File: src/rtl/iiitb_vm_pkg.sv
// Shared definitions for the vending-machine dispenser: state encodings,
// change-request codes and default mechanism timing.
package iiitb_vm_pkg;

  typedef enum logic [2:0] {
    ST_IDLE = 3'd0,
    ST_VEND = 3'd1,
    ST_C10  = 3'd2,
    ST_G10  = 3'd3,
    ST_C5   = 3'd4,
    ST_G5   = 3'd5,
    ST_DONE = 3'd6
  } vm_state_t;

  localparam logic [1:0] CHG_NONE = 2'b00;
  localparam logic [1:0] CHG_5    = 2'b01;
  localparam logic [1:0] CHG_10   = 2'b10;
  localparam logic [1:0] CHG_15   = 2'b11;

  localparam int unsigned VEND_PULSE_DEF = 32'd8;
  localparam int unsigned COIN_PULSE_DEF = 32'd4;
  localparam int unsigned COIN_GAP_DEF   = 32'd2;
  localparam int unsigned TIMEOUT_DEF    = 32'd64;

  // Change is paid largest coin first; with nothing owed we go straight to DONE.
  function automatic vm_state_t first_change_state(input logic [1:0] chg);
    vm_state_t st;
    case (chg)
      CHG_15:   st = ST_C10;
      CHG_10:   st = ST_C10;
      CHG_5:    st = ST_C5;
      CHG_NONE: st = ST_DONE;
      default:  st = ST_DONE;
    endcase
    return st;
  endfunction

endpackage

File: src/rtl/iiitb_vm_pulse_timer.sv
// Loadable saturating cycle counter. Cleared whenever the controller changes
// state so that every interval (motor, coin, gap, timeout) starts from zero.
module iiitb_vm_pulse_timer #(
  parameter int unsigned W = 32'd7
) (
  input  logic         clock,
  input  logic         reset,
  input  logic         clr,
  input  logic         load,
  input  logic [W-1:0] load_val,
  input  logic         en,
  output logic [W-1:0] cnt
);

  // Count enabled cycles, holding at all-ones instead of wrapping.
  always_ff @(posedge clock or negedge reset) begin
    if (!reset) begin
      cnt <= '0;
    end else if (clr) begin
      cnt <= '0;
    end else if (load) begin
      cnt <= load_val;
    end else if (en && (cnt != '1)) begin
      cnt <= cnt + {{(W-1){1'b0}}, 1'b1};
    end else begin
      cnt <= cnt;
    end
  end

endmodule

File: src/rtl/iiitb_vm_dispenser.sv
// Dispenser actuator controller: turns one vend/change request from the
// vending FSM into a timed motor pulse followed by 10- and 5-unit coin pulses.
// All drive outputs are registered copies of the next-state decode, so they
// never follow the inputs combinationally.
module iiitb_vm_dispenser
  import iiitb_vm_pkg::*;
#(
  parameter int unsigned VEND_PULSE = VEND_PULSE_DEF,
  parameter int unsigned COIN_PULSE = COIN_PULSE_DEF,
  parameter int unsigned COIN_GAP   = COIN_GAP_DEF,
  parameter int unsigned TIMEOUT    = TIMEOUT_DEF
) (
  input  logic       clock,
  input  logic       reset,
  input  logic       out_req,
  input  logic [1:0] change_req,
  input  logic       vend_sense,
  input  logic       fault_clr,
  output logic       vend_motor,
  output logic       coin10_eject,
  output logic       coin5_eject,
  output logic       busy,
  output logic       done,
  output logic       fault,
  output logic       overrun
);

  localparam int unsigned CW = $clog2(TIMEOUT + 1);

  // The counter reads 0 in the first cycle of a state, so an interval of N
  // cycles ends on the cycle where it reads N-1.
  localparam logic [CW-1:0] VEND_LAST = CW'(VEND_PULSE - 1);
  localparam logic [CW-1:0] COIN_LAST = CW'(COIN_PULSE - 1);
  localparam logic [CW-1:0] GAP_LAST  = CW'(COIN_GAP - 1);
  localparam logic [CW-1:0] TO_LAST   = CW'(TIMEOUT - 1);

  vm_state_t     state_r;
  vm_state_t     state_nxt_s;
  logic          vend_r;
  logic [1:0]    chg_r;
  logic [2:0]    prev_r;
  logic          sense_r;
  logic          fault_r;
  logic          overrun_r;
  logic [CW-1:0] cnt_s;
  logic [2:0]    code_s;
  logic          new_req_s;
  logic          sensed_s;
  logic          timeout_s;
  logic          state_chg_s;

  assign code_s      = {out_req, change_req};
  // A held code is a single request: only a change to a non-idle code counts.
  assign new_req_s   = (code_s != {1'b0, CHG_NONE}) && (code_s != prev_r);
  assign sensed_s    = sense_r | vend_sense;
  assign state_chg_s = (state_nxt_s != state_r);
  assign fault       = fault_r;
  assign overrun     = overrun_r;

  iiitb_vm_pulse_timer #(
    .W (CW)
  ) u_timer (
    .clock    (clock),
    .reset    (reset),
    .clr      (state_chg_s),
    .load     (1'b0),
    .load_val ({CW{1'b0}}),
    .en       (1'b1),
    .cnt      (cnt_s)
  );

  // Next-state logic for the dispense sequence, plus the vend-timeout event.
  always_comb begin
    state_nxt_s = state_r;
    timeout_s   = 1'b0;
    case (state_r)
      ST_IDLE: begin
        if (new_req_s) begin
          if (out_req) begin
            state_nxt_s = ST_VEND;
          end else if (change_req[1]) begin
            state_nxt_s = ST_C10;
          end else begin
            state_nxt_s = ST_C5;
          end
        end else begin
          state_nxt_s = ST_IDLE;
        end
      end
      ST_VEND: begin
        if ((cnt_s >= VEND_LAST) && sensed_s) begin
          state_nxt_s = first_change_state(chg_r);
        end else if (cnt_s >= TO_LAST) begin
          timeout_s   = 1'b1;
          state_nxt_s = first_change_state(chg_r);
        end else begin
          state_nxt_s = ST_VEND;
        end
      end
      ST_C10: begin
        if (cnt_s >= COIN_LAST) begin
          state_nxt_s = ST_G10;
        end else begin
          state_nxt_s = ST_C10;
        end
      end
      ST_G10: begin
        if (cnt_s >= GAP_LAST) begin
          state_nxt_s = chg_r[0] ? ST_C5 : ST_DONE;
        end else begin
          state_nxt_s = ST_G10;
        end
      end
      ST_C5: begin
        if (cnt_s >= COIN_LAST) begin
          state_nxt_s = ST_G5;
        end else begin
          state_nxt_s = ST_C5;
        end
      end
      ST_G5: begin
        if (cnt_s >= GAP_LAST) begin
          state_nxt_s = ST_DONE;
        end else begin
          state_nxt_s = ST_G5;
        end
      end
      ST_DONE: begin
        state_nxt_s = ST_IDLE;
      end
      default: begin
        state_nxt_s = ST_IDLE;
      end
    endcase
  end

  // State register.
  always_ff @(posedge clock or negedge reset) begin
    if (!reset) begin
      state_r <= ST_IDLE;
    end else begin
      state_r <= state_nxt_s;
    end
  end

  // Capture the accepted request, the previous input code and the drop sensor.
  always_ff @(posedge clock or negedge reset) begin
    if (!reset) begin
      vend_r  <= 1'b0;
      chg_r   <= CHG_NONE;
      prev_r  <= 3'b000;
      sense_r <= 1'b0;
    end else begin
      prev_r <= code_s;
      if ((state_r == ST_IDLE) && new_req_s) begin
        vend_r <= out_req;
        chg_r  <= change_req;
      end else begin
        vend_r <= vend_r;
        chg_r  <= chg_r;
      end
      if (state_r != ST_VEND) begin
        sense_r <= 1'b0;
      end else if (vend_sense) begin
        sense_r <= 1'b1;
      end else begin
        sense_r <= sense_r;
      end
    end
  end

  // Sticky error flags; a new set event takes priority over fault_clr.
  always_ff @(posedge clock or negedge reset) begin
    if (!reset) begin
      fault_r   <= 1'b0;
      overrun_r <= 1'b0;
    end else begin
      if (timeout_s) begin
        fault_r <= 1'b1;
      end else if (fault_clr) begin
        fault_r <= 1'b0;
      end else begin
        fault_r <= fault_r;
      end
      if (new_req_s && (state_r != ST_IDLE)) begin
        overrun_r <= 1'b1;
      end else if (fault_clr) begin
        overrun_r <= 1'b0;
      end else begin
        overrun_r <= overrun_r;
      end
    end
  end

  // Registered Moore outputs: decode of the state about to be entered.
  always_ff @(posedge clock or negedge reset) begin
    if (!reset) begin
      vend_motor   <= 1'b0;
      coin10_eject <= 1'b0;
      coin5_eject  <= 1'b0;
      busy         <= 1'b0;
      done         <= 1'b0;
    end else begin
      vend_motor   <= (state_nxt_s == ST_VEND);
      coin10_eject <= (state_nxt_s == ST_C10);
      coin5_eject  <= (state_nxt_s == ST_C5);
      busy         <= (state_nxt_s != ST_IDLE);
      done         <= (state_nxt_s == ST_DONE);
    end
  end

  // vend_r records whether the accepted request included a product; the
  // sequence itself is already encoded in the state, so it is kept only for
  // observability and is otherwise unused.
  logic vend_unused_s;
  assign vend_unused_s = vend_r;

endmodule

File: config.mk
export PLATFORM = sky130hd
export DESIGN_NAME = iiitb_vm_dispenser
export DESIGN_NICKNAME = d
export VERILOG_FILES = /design/src/rtl/iiitb_vm_pkg.sv /design/src/rtl/iiitb_vm_pulse_timer.sv /design/src/rtl/iiitb_vm_dispenser.sv
export SDC_FILE = /design/constraint.sdc
export NUM_CORES = 1
export LEC_CHECK = 0
export BUFFER_PORTS_ARGS = -buffer_cell sky130_fd_sc_hd__buf_2
export CELL_PAD_IN_SITES_DETAIL_PLACEMENT = 1
export CELL_PAD_IN_SITES_GLOBAL_PLACEMENT = 2
export CORE_AREA = 5 5 65 67
export DETAILED_ROUTE_END_ITERATION = 16
export DIE_AREA = 0 0 70 72
export HOLD_SLACK_MARGIN = 0.02
export PLACE_DENSITY_LB_ADDON = 0.1
export SYNTH_ARGS = -nofsm -noshare
export SYNTH_HDL_FRONTEND = slang
export SYNTH_SLANG_ARGS = --single-unit
File: constraint.sdc
create_clock -name clock -period 2.8 [get_ports clock]
set_clock_uncertainty 0.15 [all_clocks]
set_input_delay 0.14 -clock clock [delete_from_list [all_inputs] [get_ports clock]]
set_output_delay 0.14 -clock clock [all_outputs]
set_load 0.01 [all_outputs]
======== Yosys cells after proc, flatten, opt, wreduce, memory -nomap -nowiden ========
Index checks and enable logic that the tools add are counted.
storage, ports and cells
  word-level logic and storage cells ...... 70
  input bits .............................. 7
  output and inout port bits .............. 7
  bits in registers ....................... 23
operators by class
  eq/ne operators ......................... 16
  add/sub/neg operators ................... 1
  $lt $le $gt $ge ......................... 4
  reductions and logical operators ........ 14
  bitwise logic cells ..................... 1
  muxes and demuxes ....................... 22
operators with widths
  kind                                                 number
  two-way mux 3 bit                                    6
  one-hot mux 3 bit (6 select lines)                   1
  two-way mux 7 bit                                    2
  equality test 3 bit, second input constant           4
  two-way mux 1 bit                                    10
  equality test 3 x 2 -> 1 bit, second input constant  3
  one-hot mux 3 bit (3 select lines)                   1
  nonzero test 3 bit                                   3
  nonzero test 2 bit                                   4
  adder 7 x 1 -> 7 bit, second input constant          1
  >= comparator 7 x 1 -> 1 bit, second input constant  1
  >= comparator 7 x 2 -> 1 bit, second input constant  1
  >= comparator 7 x 3 -> 1 bit, second input constant  1
  >= comparator 7 x 6 -> 1 bit, second input constant  1
  != test 7 bit, second input constant                 1
  equality test 3 x 1 -> 1 bit, second input constant  2
  != test 3 bit                                        2
  equality test 2 bit, second input constant           2
  logical AND 1 bit                                    4
  two-way mux 2 bit                                    2
  logical NOT 3 bit                                    1
  != test 3 x 1 -> 1 bit, second input constant        1
  equality test 2 x 1 -> 1 bit, second input constant  1
  logical NOT 2 bit                                    1
  other kinds (2)                                      2

======== Depth between registers and ports, before layout ========
Gate-level depths: netlist of the first run.
  depth in word-level cells ............... 8
  depth in mapped cells ................... 8
  depth with buffers taken out ............ 8

======== Cells and area by module ========
From an unflattened synthesis of the first run, not the netlist that was laid out.
second synthesis, totals
  cell total of the unflattened synthesis .. 147
  area, all modules ....................... 1381.3 um^2
by module, submodules not included
  module                times used  area each (um^2)  seq. area each (um^2)  cells each
  iiitb_vm_dispenser    1           953.4             400.4                  103
  iiitb_vm_pulse_timer  1           427.9             175.2                  44

======== Least setup slack after synthesis of the first run ========
OpenSTA, ideal clock, no wires.
  kind .................................... reg-to-reg
  start ................................... reg u_timer.cnt[4]
  end ..................................... reg u_timer.cnt[3]
  arrival time ............................ 1.993 ns
  required time ........................... 2.555 ns
  slack ................................... 0.562 ns
  cell stages (with the launch flop) ...... 7
  clock period less this slack ............ 2.238 ns
  path through ............................ dfrtp_1 -> or4_4 -> a22o_1 -> a21oi_4 -> nand3_2 -> a32o_2 -> nor4b_2
between the ends
  word-level cells in the longest chain between the ends .. 6
RTL lines
  item                                                                                 RTL line                                            source
  from (decl)                                                                          iiitb_vm_pulse_timer.sv:12                          output logic [W-1:0] cnt
  from (signal assigned)                                                               iiitb_vm_pulse_timer.sv:22                          cnt <= load_val;
  from (signal assigned)                                                               iiitb_vm_pulse_timer.sv:24                          cnt <= cnt + {{(W-1){1'b0}}, 1'b1};
  from (signal assigned)                                                               iiitb_vm_pulse_timer.sv:26                          cnt <= cnt;
  >= comparator 7 x 6 -> 1 bit / >= comparator 7 x 3 -> 1 bit (equally long branches)  iiitb_vm_dispenser.sv:93, iiitb_vm_dispenser.sv:91
  two-way mux 3 bit / logical AND 1 bit (equally long branches)                        iiitb_vm_dispenser.sv:93, iiitb_vm_dispenser.sv:91
  two-way mux 3 bit                                                                    iiitb_vm_dispenser.sv:91                            if ((cnt_s >= VEND_LAST) && sensed_s) begin
  one-hot mux 3 bit (6 select lines)                                                   iiitb_vm_dispenser.sv:76                            case (state_r)
  != test 3 bit                                                                        iiitb_vm_dispenser.sv:56                            assign state_chg_s = (state_nxt_s != state_r);
  two-way mux 7 bit / nonzero test 2 bit (equally long branches)                       n/a
Several ways; a longest one is shown, not always the timed one.
A chain may end at the register's enable or synchronous reset.

======== Worst setup path in the final report of the first run ========
  start ................................... reg u_timer.cnt[0]
  end ..................................... reg u_timer.cnt[3]
The elaborated chain is that of the path after synthesis.

==> summary.md, run 1 <==
| Metric | Value |
|---|---|
| DPL Wire Length | 2120 microns |
| Final Non-Filler Cells | 188 |
| Nets | 150 |
| Ys async rst share | 1.00 |
| Post-Synthesis Net Count | 128 |
| Drt wl/cell | 15.8 microns |
| Commonest non-fill, non-tap cell in the layout | dfrtp_1 |
| Effective utilization at floorplan | 0.343 |
| R2R Path End | u_timer.cnt[3]$_DFFE_PN0P_ |
| Least-Margin Pin Slew | 622 ps |
| Sink Count | 23 |
| Met3 usage | 0.0194 |
| Hold Slack | 159 ps |
| Gp weighted congestion | 0.725 |
| Largest net degree at the start of global routing | 24 |
| Synth cell types | 47 |
| I/O Buffers | 13 |
| Ant diodes | 0 |
| Cells after Synth | 119 |
| FF+latch count, synth | 23 |
| CTS tree | yes |
| Max-slew violations | 0 |
| Clock buffer depth | 2 |
| Main flop type after synthesis | dfrtp_1 |
| Hold crit path type | in2async |
| Number of global-route vias before repair | 1,043 |
| Status | completed |
| Initial antenna violation count | 0 |
| Die area | 0.00504 sq mm |
| Power, Total | 1.19 mW |
| Max-cap violations | 0 |
| CTS HTree Levels | 1 |
| Layout cells sized above 1 | 0.200 |
| Worst setup SP type | flop |
| FF-to-FF Start | u_timer.cnt[0]$_DFFE_PN0P_ |
| Reg2Reg Setup Slack | 340 ps |
| Root Buffer Master | clkbuf_4 |
| Rows | 22 |
| Synth top area share | 0.469 |
| DR DRC count | 0 |
| Biggest area consumer among synthesized cells | dfrtp_1 |
| Worst rel slew slack | 0.584 |
| Die W | 70 microns |
| Arr. time, crit path | 2550 ps |
| WP data required | 2890 ps |
| Cell area after layout | 0.00144 sq mm |
| Final setup viols | 0 |
| Worst Path Max Fanout | 7 |
| Crit end category | flop |
| Final Core Density | 0.402 |
| Crit path setup slack, layout | 342 ps |
| I/O pins | 14 |
| DP Worst Slack | 355 ps |
| Post-synthesis sequential area ratio | 0.469 |
| Post-Route Setup TNS | 0 ps |
| DP Cell Count | 177 |
| Peak VDD IR | 362 uV |
| Global-route layer with the greatest usage | met2 |
| Via density | 5.36 |
| Final Hold Vio Count | 0 |
| Leakage power | 0.641 nW |
| Synth warn | 0 |
| Synthesized area | 0.00123 sq mm |
| Multi-input logic area | 614 sq um |
| Pre-antenna DRT Iters | 4 |
| Most frequent cells in the layout | dfrtp_1 (23), buf_2 (13), nor3_1 (9), nand2_1 (9) |
| Synth area leaders | dfrtp_1 (47%), nor3_1 (3.7%), nor4b_2 (3.7%) |
| Crit Path Class | reg2reg |
| Number of synthesized flops with an enable pin | 0 |
| DR vias | 1,008 |
| GR Util met1 | 0.174 |
| Placed instance area | 0.00134 sq mm |
| Antenna Violating Nets Remaining | 0 |
| Final-layout fill cell count | 430 |
| GRT Overall Usage | 0.127 |
| Clock-pin transition on the worst setup and hold timing paths | 140 ps |
| Area delta synth->final | 17.2% |
| Cell Pwr Density | 825 mW/mm^2 |
| Peak Freq | 407 MHz |
| Mean area per synthesized cell | 10.3 sq um |
| Met2 usage | 0.209 |
| Core area | 0.00358 sq mm |
| CTS buffer count | 3 |
| Tcrit/Tclk final | 0.878 |
| Sequential cell area | 576 sq um |
| RSZ-0062 raised after global routing | no |
| Period minus WS final | 2460 ps |
| Total wire length | 2970 microns |
| Starting DRC count in detailed routing | 24 |
| Total grt overflow | 0 |
| Clk_lat worst skew | 320 ps |
| R2R cell count | 7 |
| Die Y | 72 microns |
| Global-route wire length before repair | 5190 microns |
| Resize count post-CTS | 0 |
==> worst max-delay path: stages (launching register included) <==
cell and delay [ps]:
dfrtp_1 470, ha_1 310, a21o_1 230, a22o_1 270, a21oi_4 170, nand3_2 120
a32o_2 380, nor4b_2 280
==> power breakdown <==
part / internal, mW / total [mW] / switching (mW)
clock: 0.0546 / 0.168 / 0.113
sequential: 0.419 / 0.500 / 0.0809
combinational: 0.205 / 0.518 / 0.313
==> sequential cells by signal, indices dropped and copies added (netlist names), 2 cells and up <==
signal	flops
state_r	3
prev_r	3
chg_r	2
u_timer.cnt	7
==> cell families after synthesis <==
| group | after synthesis | synth area share |
|---|---|---|
| AO/OA/AOI/OAI | 24 | 0.158 |
| XOR/XNOR | 4 | 0.0286 |
| adder cells (fa/ha/maj) | 2 | 0.0204 |
| buffers and inverters | 9 | 0.0296 |
| flip-flops | 23 | 0.469 |
| multiplexers | 3 | 0.0265 |
| AND/OR/NAND/NOR | 54 | 0.267 |
==> synth_stat cells, drive strengths merged (2+ instances only) <==
cell and n:
xnor2 2, xor2 2, inv 6, nand3 7, nor3b 2, and3 2, nor3 9, nand2 9
a31oi 3, mux2 2, nor2 7, nand2b 3, o211ai 3, a21oi 2, ha 2, buf 2
nor4b 3, dfrtp 23, a211oi 2, o22ai 2, nand4 2, or4 2, o21ai 2
==> per-layer routing <==
layer,vias up,wire (microns),share of wire
met5,-,0,0
met4,0,36,0.012
met3,5,82,0.028
met2,17,1390,0.47
met1,499,1460,0.49
li1,487,-,-
==> what timing repair did <==
action / 4_1_cts / 5_1_grt
endpoints found under the hold margin: 30 / 0
buffers inserted: 0 / 0
hold buffers: 7 / 0
endpoints found under the setup margin: 0 / 0
==> how the worst max path moves through the flow <==
stage,from,to,slack (ps),cells past startpoint
after global placement,u_timer.cnt[4]$_DFFE_PN0P_,u_timer.cnt[6]$_DFFE_PN0P_,400,6
after CTS,u_timer.cnt[3]$_DFFE_PN0P_,u_timer.cnt[3]$_DFFE_PN0P_,330,6
after global routing,u_timer.cnt[1]$_DFFE_PN0P_,u_timer.cnt[3]$_DFFE_PN0P_,110,7
final,u_timer.cnt[0]$_DFFE_PN0P_,u_timer.cnt[3]$_DFFE_PN0P_,340,7
after detailed placement,u_timer.cnt[3]$_DFFE_PN0P_,u_timer.cnt[3]$_DFFE_PN0P_,350,6
after floorplan,u_timer.cnt[4]$_DFFE_PN0P_,u_timer.cnt[3]$_DFFE_PN0P_,560,6
==> area by class of cell <==
cell class	instances	area share
tap	48	0.0418
timing repair buffer	20	0.0940
sequential	23	0.400
multi-input combinational	87	0.427
inverter	6	0.0157
clock buffer	3	0.0157
clock inverter	1	0.00522
No activity file was read; power rests on OpenSTA's default activity.
==> run 2: changes to the inputs <==
--- a/config.mk
+++ b/config.mk
@@ -6,7 +6,7 @@
 export NUM_CORES = 1
 export LEC_CHECK = 0
 export BUFFER_PORTS_ARGS = -buffer_cell sky130_fd_sc_hd__buf_2
-export CELL_PAD_IN_SITES_DETAIL_PLACEMENT = 1
+export CELL_PAD_IN_SITES_DETAIL_PLACEMENT = 0
 export CELL_PAD_IN_SITES_GLOBAL_PLACEMENT = 2
 export CORE_AREA = 5 5 65 67
 export DETAILED_ROUTE_END_ITERATION = 16
==> summary.md, run 2 (synthesis gave the netlist of run 1 again) <==
| Metric | Value |
|---|---|
| I/O Buffers | 13 |
| Total grt overflow | 0 |
| Final Hold Vio Count | 0 |
| Clock buffer depth | 2 |
| RSZ-0062 raised after global routing | no |
| Tcrit/Tclk final | 0.894 |
| Worst Path Max Fanout | 10 |
| Nets | 150 |
| Least-Margin Pin Slew | 615 ps |
| Layout cells sized above 1 | 0.200 |
| Worst setup SP type | input port |
| Crit end category | flop |
| Ant diodes | 0 |
| Crit-path cells | dlygate4sd3_1 > buf_2 > nor4_1 > a311o_1 > o211ai_1 > a311oi_1 > o32a_1 > nor3b_1 |
| Core area | 0.00358 sq mm |
| Area delta synth->final | 17.2% |
| Top flop regs | u_timer.cnt (7), prev_r (3), state_r (3) |
| Worst path slowest cell | dlygate4sd3_1 |
| CTS HTree Levels | 1 |
| Most frequent cells in the layout | dfrtp_1 (23), buf_2 (13), nor3_1 (9), nand2_1 (9) |
| DR vias | 999 |
| Hold Slack | 158 ps |
| Drt wl/cell | 14.7 microns |
| Number of global-route vias before repair | 960 |
| Worst rel slew slack | 0.589 |
| Die area | 0.00504 sq mm |
| Buf/Inv on CP | 2 |
| Rows | 22 |
| Commonest non-fill, non-tap cell in the layout | dfrtp_1 |
| Clock-pin transition on the worst setup and hold timing paths | 140 ps |
| Global-route wire length before repair | 4750 microns |
| Largest net degree at the start of global routing | 24 |
| Peak VDD IR | 332 uV |
| Max-cap violations | 0 |
| Total wire length | 2760 microns |
| Period minus WS final | 2500 ps |
| Gp weighted congestion | 0.725 |
| Crit path largest cell delay | 530 ps |
| Biggest register | u_timer.cnt |
| Final setup viols | 0 |
| FF-to-FF Start | u_timer.cnt[0]$_DFFE_PN0P_ |
| Via density | 5.31 |
| Starting DRC count in detailed routing | 30 |
| Die Y | 72 microns |
| CP Launch Point | out_req |
| Sink Count | 23 |
| DPL Wire Length | 1970 microns |
| Cell Pwr Density | 813 mW/mm^2 |
| Hold crit path type | in2async |
| Leakage power | 0.641 nW |
| CTS buffer count | 3 |
| Critical path's top delay family | compound AO/OA/AOI/OAI gates |
| I/O pins | 14 |
| Crit Path Class | in2reg |
| Initial antenna violation count | 0 |
| Max FFs per register | 7 |
| Pre-antenna DRT Iters | 4 |
| CTS tree | yes |
| Post-Route Setup TNS | 0 ps |
| Status | completed |
| Effective utilization at floorplan | 0.343 |
| WP data required | 2890 ps |
| Die W | 70 microns |
| DR DRC count | 0 |
| Peak Freq | 400 MHz |
| Arr. time, crit path | 2590 ps |
| Max-slew violations | 0 |
| Antenna Violating Nets Remaining | 0 |
| GRT Overall Usage | 0.119 |
| Root Buffer Master | clkbuf_4 |
| Clk_lat worst skew | 320 ps |
-- run 2: final timing paths --
path | end | slack [ps] | cells after the start
setup / recovery | coin10_eject$_DFF_PN0_ | 300 | 8
max in group asynchronous | u_timer.cnt[6]$_DFFE_PN0P_ | 1990 | 2
hold reg to reg | overrun$_DFFE_PN0P_ | 380 | 2
min in group clock | prev_r[0]$_DFF_PN0_ | 370 | 2
hold / removal | prev_r[1]$_DFF_PN0_ | 160 | 2
setup reg to reg | u_timer.cnt[3]$_DFFE_PN0P_ | 330 | 7
-- run 2: what timing repair did --
item                                   4_1_cts  5_1_grt
buffers inserted                             0        0
hold buffers                                 7        0
resized for setup                            0        0
endpoints found under the hold margin       31        0
-- run 2: per-stage QoR --
| stage | setup slack [ps] | power, mW | cells | util | area [sq um] |
|---|---|---|---|---|---|
| after CTS | 296 | 1.19 | 188 | 0.402 | 1440 |
| final | 297 | 1.17 | 188 | 0.402 | 1440 |
| after global placement | 403 | 1.01 | 177 | 0.374 | 1340 |
| after floorplan | 562 | 0.866 | 119 | - | 1230 |
| after detailed placement | 347 | 1.01 | 177 | 0.374 | 1340 |
| after global routing | 88.5 | 1.28 | 188 | 0.402 | 1440 |
-- run 2: layout make-up --
cell class	count	area, sq um
multi-input combinational	87	614
fill	374	2140
tap	48	60.1
clock buffer	3	22.5
clock inverter	1	7.51
sequential	23	576
timing repair buffer	20	135
inverter	6	22.5
-- run 2: report_power, final --
part / total, mW / switching, mW / internal (mW)
clock network: 0.163 / 0.108 / 0.0545
logic: 0.507 / 0.302 / 0.205
registers: 0.499 / 0.0801 / 0.419
-- run 2: routing by layer --
layer	vias to the layer above	wire length (microns)	track usage
li1	492	-	-
met1	487	1400	0.165
met2	16	1230	0.186
met3	4	76	0.0194
met4	0	46	0.0511
met5	-	0	0
